### config.mk
export PLATFORM = sky130hd
export DESIGN_NAME = envelope_follower_flat
export DESIGN_NICKNAME = d
export VERILOG_FILES = /design/src/rtl/audio_pkg.sv /design/src/rtl/envelope_follower_if.sv /design/src/rtl/env_smoother.sv /design/src/rtl/envelope_follower.sv /design/src/flat_wrapper.sv
export SDC_FILE = /design/constraint.sdc
export NUM_CORES = 1
export LEC_CHECK = 0
export CORE_MARGIN = 2
export CORE_UTILIZATION = 45
export DETAILED_ROUTE_END_ITERATION = 10
export PLACE_DENSITY = 0.69
export SKIP_CTS_REPAIR_TIMING = 1
export SLEW_MARGIN = 20
export SYNTH_ARGS = -nofsm -noshare
export SYNTH_HDL_FRONTEND = slang
export SYNTH_SLANG_ARGS = --single-unit
### constraint.sdc
create_clock -name clk -period 15.1 [get_ports clk]
set_clock_uncertainty 0.2 [all_clocks]
set_input_delay 2.265 -clock clk [delete_from_list [all_inputs] [get_ports clk]]
set_output_delay 2.265 -clock clk [all_outputs]
set_load 0.01 [all_outputs]
### src/rtl/audio_pkg.sv
// Shared types and helpers for the audio amplitude path.
package audio_pkg;

    // Gate FSM states: CLOSED is silent, OPEN and HOLD both drive gate high.
    typedef enum logic [1:0] {
        CLOSED = 2'd0,
        OPEN   = 2'd1,
        HOLD   = 2'd2
    } gate_state_t;

    // Magnitude of a sign-extended sample of width w, clamped to 2^(w-1)-1 so
    // the most-negative code does not wrap back to a negative-looking value.
    function automatic logic [63:0] sat_abs(input logic signed [63:0] x,
                                            input int unsigned        w);
        logic [63:0] mag;
        logic [63:0] limit;
        mag   = x[63] ? 64'(-x) : 64'(x);
        limit = (64'd1 << (w - 1)) - 64'd1;
        return (mag > limit) ? limit : mag;
    endfunction

endpackage

### src/rtl/envelope_follower_if.sv
// Sample stream in, envelope and gate out, plus the gate state for observation.
//
// Handshake: data_valid is a one-cycle strobe qualifying data_in; there is no
// ready, the follower accepts a sample on every cycle. env_valid is a one-cycle
// strobe qualifying env_out. gate is a level; gate_rise/gate_fall are pulses.
interface envelope_follower_if #(
    parameter int DATA_WIDTH = 32
);
    import audio_pkg::*;

    logic signed [DATA_WIDTH-1:0] data_in;
    logic                         data_valid;
    logic        [DATA_WIDTH-1:0] env_out;
    logic                         env_valid;
    logic                         gate;
    logic                         gate_rise;
    logic                         gate_fall;
    gate_state_t                  state;

    modport master (
        output data_in, data_valid,
        input  env_out, env_valid, gate, gate_rise, gate_fall, state
    );

    modport slave (
        input  data_in, data_valid,
        output env_out, env_valid, gate, gate_rise, gate_fall, state
    );

endinterface

### src/rtl/env_smoother.sv
// Attack/release one-pole smoother on a rectified magnitude stream.
module env_smoother #(
    parameter int DATA_WIDTH  = 32,
    parameter int SHIFT_WIDTH = $clog2(DATA_WIDTH)
) (
    input  logic                   clk,
    input  logic                   rst,
    input  logic [DATA_WIDTH-1:0]  abs_in,
    input  logic                   abs_valid,
    input  logic [SHIFT_WIDTH-1:0] attack_shift,
    input  logic [SHIFT_WIDTH-1:0] release_shift,
    output logic [DATA_WIDTH-1:0]  env_out,
    output logic                   env_valid
);

    logic [DATA_WIDTH-1:0] env_q;
    logic                  valid_q;
    logic [DATA_WIDTH-1:0] rise_diff;
    logic [DATA_WIDTH-1:0] fall_diff;
    logic [DATA_WIDTH-1:0] step;
    logic [DATA_WIDTH-1:0] env_next;

    assign rise_diff = abs_in - env_q;
    assign fall_diff = env_q - abs_in;

    // Step toward the input; a step that shifts down to zero is forced to 1 so
    // the envelope always converges. step <= diff, so it never overshoots.
    always_comb begin
        step     = '0;
        env_next = env_q;
        if (abs_in > env_q) begin
            step = rise_diff >> attack_shift;
            if (step == '0) step = {{(DATA_WIDTH-1){1'b0}}, 1'b1};
            env_next = env_q + step;
        end else if (abs_in < env_q) begin
            step = fall_diff >> release_shift;
            if (step == '0) step = {{(DATA_WIDTH-1){1'b0}}, 1'b1};
            env_next = env_q - step;
        end
    end

    // Commit the new envelope on each rectified sample.
    always_ff @(posedge clk) begin
        if (rst) begin
            env_q   <= '0;
            valid_q <= 1'b0;
        end else begin
            valid_q <= abs_valid;
            if (abs_valid) env_q <= env_next;
        end
    end

    assign env_out   = env_q;
    assign env_valid = valid_q;

endmodule

### src/rtl/envelope_follower.sv
// Rectifier, envelope smoother and hysteresis/hold gate for live audio.
module envelope_follower
    import audio_pkg::*;
#(
    parameter int DATA_WIDTH  = 32,
    parameter int SHIFT_WIDTH = $clog2(DATA_WIDTH),
    parameter int HOLD_WIDTH  = 32
) (
    input  logic                   clk,
    input  logic                   rst,
    envelope_follower_if.slave     bus,
    input  logic [SHIFT_WIDTH-1:0] attack_shift,
    input  logic [SHIFT_WIDTH-1:0] release_shift,
    input  logic [DATA_WIDTH-1:0]  open_thresh,
    input  logic [DATA_WIDTH-1:0]  close_thresh,
    input  logic [HOLD_WIDTH-1:0]  hold_len
);

    logic [DATA_WIDTH-1:0] abs_q;
    logic                  abs_valid_q;
    logic [DATA_WIDTH-1:0] env;
    logic                  env_valid;
    logic [DATA_WIDTH-1:0] close_eff;

    gate_state_t           state_q, state_next;
    logic [HOLD_WIDTH-1:0] cnt_q, cnt_next;
    logic                  rise_next, fall_next;
    logic                  gate_q, rise_q, fall_q;

    // Rectify on each incoming sample.
    always_ff @(posedge clk) begin
        if (rst) begin
            abs_q       <= '0;
            abs_valid_q <= 1'b0;
        end else begin
            abs_valid_q <= bus.data_valid;
            if (bus.data_valid)
                abs_q <= DATA_WIDTH'(sat_abs(64'(bus.data_in), DATA_WIDTH));
        end
    end

    env_smoother #(
        .DATA_WIDTH  (DATA_WIDTH),
        .SHIFT_WIDTH (SHIFT_WIDTH)
    ) u_smoother (
        .clk           (clk),
        .rst           (rst),
        .abs_in        (abs_q),
        .abs_valid     (abs_valid_q),
        .attack_shift  (attack_shift),
        .release_shift (release_shift),
        .env_out       (env),
        .env_valid     (env_valid)
    );

    // A close level above the open level would make the gate chatter; clamp it.
    assign close_eff = (close_thresh < open_thresh) ? close_thresh : open_thresh;

    // Gate next-state: only advances on a fresh envelope value.
    always_comb begin
        state_next = state_q;
        cnt_next   = cnt_q;
        rise_next  = 1'b0;
        fall_next  = 1'b0;
        if (env_valid) begin
            case (state_q)
                CLOSED: begin
                    if (env >= open_thresh) begin
                        state_next = OPEN;
                        rise_next  = 1'b1;
                    end
                end
                OPEN: begin
                    if (env < close_eff) begin
                        if (hold_len == '0) begin
                            state_next = CLOSED;
                            fall_next  = 1'b1;
                        end else begin
                            state_next = HOLD;
                            cnt_next   = hold_len;
                        end
                    end
                end
                HOLD: begin
                    if (env >= open_thresh) begin
                        state_next = OPEN;
                    end else if (cnt_q <= {{(HOLD_WIDTH-1){1'b0}}, 1'b1}) begin
                        state_next = CLOSED;
                        fall_next  = 1'b1;
                        cnt_next   = '0;
                    end else begin
                        cnt_next = cnt_q - 1'b1;
                    end
                end
                default: begin
                    state_next = CLOSED;
                    cnt_next   = '0;
                end
            endcase
        end
    end

    // Gate state and registered gate outputs.
    always_ff @(posedge clk) begin
        if (rst) begin
            state_q <= CLOSED;
            cnt_q   <= '0;
            gate_q  <= 1'b0;
            rise_q  <= 1'b0;
            fall_q  <= 1'b0;
        end else begin
            state_q <= state_next;
            cnt_q   <= cnt_next;
            gate_q  <= (state_next != CLOSED);
            rise_q  <= rise_next;
            fall_q  <= fall_next;
        end
    end

    assign bus.env_out   = env;
    assign bus.env_valid = env_valid;
    assign bus.gate      = gate_q;
    assign bus.gate_rise = rise_q;
    assign bus.gate_fall = fall_q;
    assign bus.state     = state_q;

endmodule

### src/flat_wrapper.sv
// flat-port wrapper written by rule: the top's interface ports become plain ports
module envelope_follower_flat import audio_pkg::*;
#(
    parameter int DATA_WIDTH  = 32,
    parameter int SHIFT_WIDTH = $clog2(DATA_WIDTH),
    parameter int HOLD_WIDTH  = 32
)
  (clk, rst, attack_shift, release_shift, open_thresh, close_thresh, hold_len, bus_data_in, bus_data_valid, bus_env_out, bus_env_valid, bus_gate, bus_gate_rise, bus_gate_fall, bus_state);
  envelope_follower_if #(.DATA_WIDTH(DATA_WIDTH)) bus_i ();
  input  logic clk;
  input  logic rst;
  input  logic [SHIFT_WIDTH-1:0] attack_shift;
  input  logic [SHIFT_WIDTH-1:0] release_shift;
  input  logic [DATA_WIDTH-1:0] open_thresh;
  input  logic [DATA_WIDTH-1:0] close_thresh;
  input  logic [HOLD_WIDTH-1:0] hold_len;
  input wire logic [$bits(bus_i.data_in)-1:0] bus_data_in;
  input wire logic [$bits(bus_i.data_valid)-1:0] bus_data_valid;
  output wire logic [$bits(bus_i.env_out)-1:0] bus_env_out;
  output wire logic [$bits(bus_i.env_valid)-1:0] bus_env_valid;
  output wire logic [$bits(bus_i.gate)-1:0] bus_gate;
  output wire logic [$bits(bus_i.gate_rise)-1:0] bus_gate_rise;
  output wire logic [$bits(bus_i.gate_fall)-1:0] bus_gate_fall;
  output wire logic [$bits(bus_i.state)-1:0] bus_state;
  assign bus_i.data_in = bus_data_in;
  assign bus_i.data_valid = bus_data_valid;
  assign bus_env_out = bus_i.env_out;
  assign bus_env_valid = bus_i.env_valid;
  assign bus_gate = bus_i.gate;
  assign bus_gate_rise = bus_i.gate_rise;
  assign bus_gate_fall = bus_i.gate_fall;
  assign bus_state = bus_i.state;
  envelope_follower #(.DATA_WIDTH(DATA_WIDTH), .SHIFT_WIDTH(SHIFT_WIDTH), .HOLD_WIDTH(HOLD_WIDTH)) u_core (.clk(clk), .rst(rst), .bus(bus_i), .attack_shift(attack_shift), .release_shift(release_shift), .open_thresh(open_thresh), .close_thresh(close_thresh), .hold_len(hold_len));
endmodule
==> results.py <==
metrics = {
    "worst_setup_path": {
        "start_kind": "primary input",
        "crit_fanout": 38,
        "arrival_ns": 11.34,
        "worstSetupPathType": "primary input to register",
        "cp.required_ns": 15.15,
        "cp.buffers_inverters": 3,
        "slowest_stage": "a2111oi_0",
        "crit_family": "compound AO/OA/AOI/OAI gates",
        "critPathMaxStageDelay_ns": 0.91,
        "worstSetupEndpointType": "register",
    },
    "detailed_routing": {
        "viasPerCell": 6.518,
        "drt_iter0_drc": 2489,
        "postRouteAntennaNets": 0,
        "first_pass_iters": 6,
        "drc_errors": 0,
        "wl_per_cell_um": 24.03,
        "totalWireLength_um": 76850,
        "vias": 20845,
    },
    "placed_design": {
        "port_buffers": 178,
        "dp_cells": 3182,
        "postPlaceCellArea_mm2": 0.02057,
        "hpwl_um": 62040,
        "routabilityCongestion": 1.020,
    },
    "logic_synthesis": {
        "synth_ff_type": "dfxtp_1",
        "postSynth.asyncResetShare": 0,
        "synth_area_mm2": 0.01847,
        "synth_area_leader_cell": "ha_1",
        "synth_edf_count": 0,
        "avgSynthCellArea_um2": 7.144,
        "yosys_warnings": 0,
        "synth_cell_type_count": 110,
        "synth_top_area_share": 0.1327,
        "postSynthCellCount": 2586,
        "synth-seq-cells": 103,
        "synthesis.nets": 2926,
        "synth_area_leaders": "ha_1 13%, dfxtp_1 11%, a21oi_1 6.4%",
        "ys_seq_area_frac": 0.1116,
    },
    "die": {
        "dieArea_mm2": 0.04269,
        "fp.coreArea_mm2": 0.04065,
        "rows": 74,
        "die_x_um": 206.6,
        "start_util": 0.4545,
        "ios": 179,
        "chipHeight_um": 206.6,
    },
    "timing": {
        "hold_slack_ns": 0.2825,
        "rsz0062_at_grt": "no",
        "hold_viol": 0,
        "clock.fmax_mhz": 88.53,
        "slew_headroom": 0.1990,
        "period_share": 0.7480,
        "tightest_slew_ns": 1.193,
        "finalSetupViolations": 0,
        "final_max_slew_viol_count": 0,
        "finalCriticalPeriod_ns": 11.30,
        "fin_tns_setup_ns": 0,
    },
    "cts": {
        "clk_latency_ns": 0.39,
        "numCtsBuffers": 9,
        "root_buffer": "clkbuf_16",
        "cts_max_level": 3,
        "clock-sinks": 103,
        "clockBufferDepth": 2,
        "clkTransAtPathRegs_ns": 0.09,
        "cts_tree": "built",
    },
    "cells_and_area": {
        "area_growth_pct": 13.08,
        "stdcell_count": 3198,
        "final_nets": 3001,
        "antenna_cells": 0,
        "layout_commonest_cell": "nand2_1",
        "n_fill_cell": 3995,
        "final_core_util": 0.5139,
        "drive_gt1_frac": 0.05739,
        "stdcell_area_mm2": 0.02089,
        "seq_area_mm2": 0.002062,
        "layout_common_cells": "256 x nand2_1, 236 x a21oi_1, 235 x nor2_1, 196 x ha_1, 177 x clkdlybuf4s50_1",
        "multiInputGateArea_mm2": 0.01526,
    },
    "status": {
        "outcome": "finished, final reports clean",
    },
    "grt": {
        "grt_util_met3": 0.05133,
        "use_met1": 0.4721,
        "antenna_found_initial": 1,
        "grt_pass1_wl_um": 115000,
        "busiest_layer": "met2",
        "overflow": 0,
        "grt_max_degree": 74,
        "grt_pass1_vias": 19474,
        "met2_usage": 0.5508,
        "track_usage": 0.3515,
    },
    "pwr": {
        "peakVddDrop_uv": 93.55,
        "p_leak_nw": 8.962,
        "clkPwrFrac": 0.057,
        "powerDensity_mw_per_mm2": 219.0,
        "switching_power_mw": 2.689,
        "combPwrFrac": 0.851,
        "pwr-share-seq": 0.092,
        "switching_share": 0.5876,
        "p_int_mw": 1.887,
    },
    "job": {
        "maxCapViolations": 0,
    },
    "worst_hold_path": {
        "min_path_type": "register to register",
    },
}
-- power groups by stage --
stage	Clock (mW)	Combinational, mW	Sequential [mW]
6_report	0.261	3.89	0.423
3_5_place_dp	0	3.74	0.426
3_3_place_gp	0	3.72	0.426
5_1_grt	0.275	4.16	0.422
4_1_cts	0.264	3.76	0.420
2_1_floorplan	0	2.62	0.389
-- layer usage --
metal	share of wire	vias up	wire (um)
li1	-	9661	-
met1	0.42	9933	32190
met2	0.44	1059	33780
met3	0.085	192	6558
met4	0.056	0	4320
met5	0	-	0
-- cell families (layout without fill, tap and decap cells) --
kind of cell / Yosys count / count (layout) / share of synthesized area
xor gates and xnor gates: 157 / 157 / 0.07443
muxes: 136 / 136 / 0.09076
buffers and inverters: 296 / 376 / 0.06366
adders and majority gates: 199 / 199 / 0.1360
DFF: 103 / 103 / 0.1116
and+or+nand+nor: 881 / 881 / 0.2328
AOI/OAI and AO/OA: 814 / 814 / 0.2907
-- synthesized netlist by cell type, drive strengths merged, types with 9 or more instances --
cell and n:
nand2b 34, inv 148, dfxtp 103, nor3 49, xor2 68, clkbuf 107
o21bai 19, and2 12, a211o 9, mux2i 92, ha 196, and3 15
nor3b 11, nor2b 25, a211oi 59, o31ai 21, a31oi 26, nand3 80
o22ai 11, mux2 22, nor4 41, o21ai 157, a22oi 11, nand2 258
mux4 22, o211ai 23, o21a 33, nor2 236, xnor2 89, o221ai 12
a21oi 241, or2 14, or3 14, a21o 84, a21boi 9, buf 38
a32oi 9, nand4 51, or4 15
-- area by class of cell --
class	instances	share of cell area
sequential	103	0.09871
clock inverter	7	0.004672
multi-input combinational	2187	0.7305
inverter	151	0.02713
tap	532	0.03186
timing repair buffer	209	0.09631
clock buffer	9	0.01078
-- stage by stage --
| step | power (mW) | setup slack (ns) |
|---|---|---|
| 2_1_floorplan | 3.010 | 5.967 |
| 3_3_place_gp | 4.150 | 3.994 |
| 3_5_place_dp | 4.163 | 3.761 |
| 4_1_cts | 4.446 | 4.140 |
| 5_1_grt | 4.853 | 3.134 |
| 6_report | 4.575 | 3.805 |
-- worst paths after layout --
| check | start | end | slack (ns) | cells after the start |
|---|---|---|---|---|
| max | attack_shift[1] | u_core.u_smoother.env_out[30] | 3.80 | 32 |
| min | u_core.cnt_q[1] | u_core.cnt_q[1] | 0.28 | 2 |
| max reg2reg | u_core.u_smoother.env_out[20] | u_core.u_smoother.env_out[30] | 3.95 | 36 |
| min reg2reg | u_core.cnt_q[1] | u_core.cnt_q[1] | 0.28 | 2 |
-- worst min-delay path, cell delays in order, from the launching register on --
cell and delay [ns]:
dfxtp_1 0.33, nand2_1 0.06, a21oi_1 0.05
-- flip-flops by register name, indices dropped and copies added (netlist names) --
name and count:
u_core.abs_q 32, u_core.cnt_q 32, u_core.u_smoother.env_out 32, u_core.bus.state 2
u_core.abs_valid_q 1, u_core.bus.gate 1, u_core.bus.gate_fall 1, u_core.bus.gate_rise 1
u_core.u_smoother.env_valid 1
No activity file was read; power rests on OpenSTA's default activity.
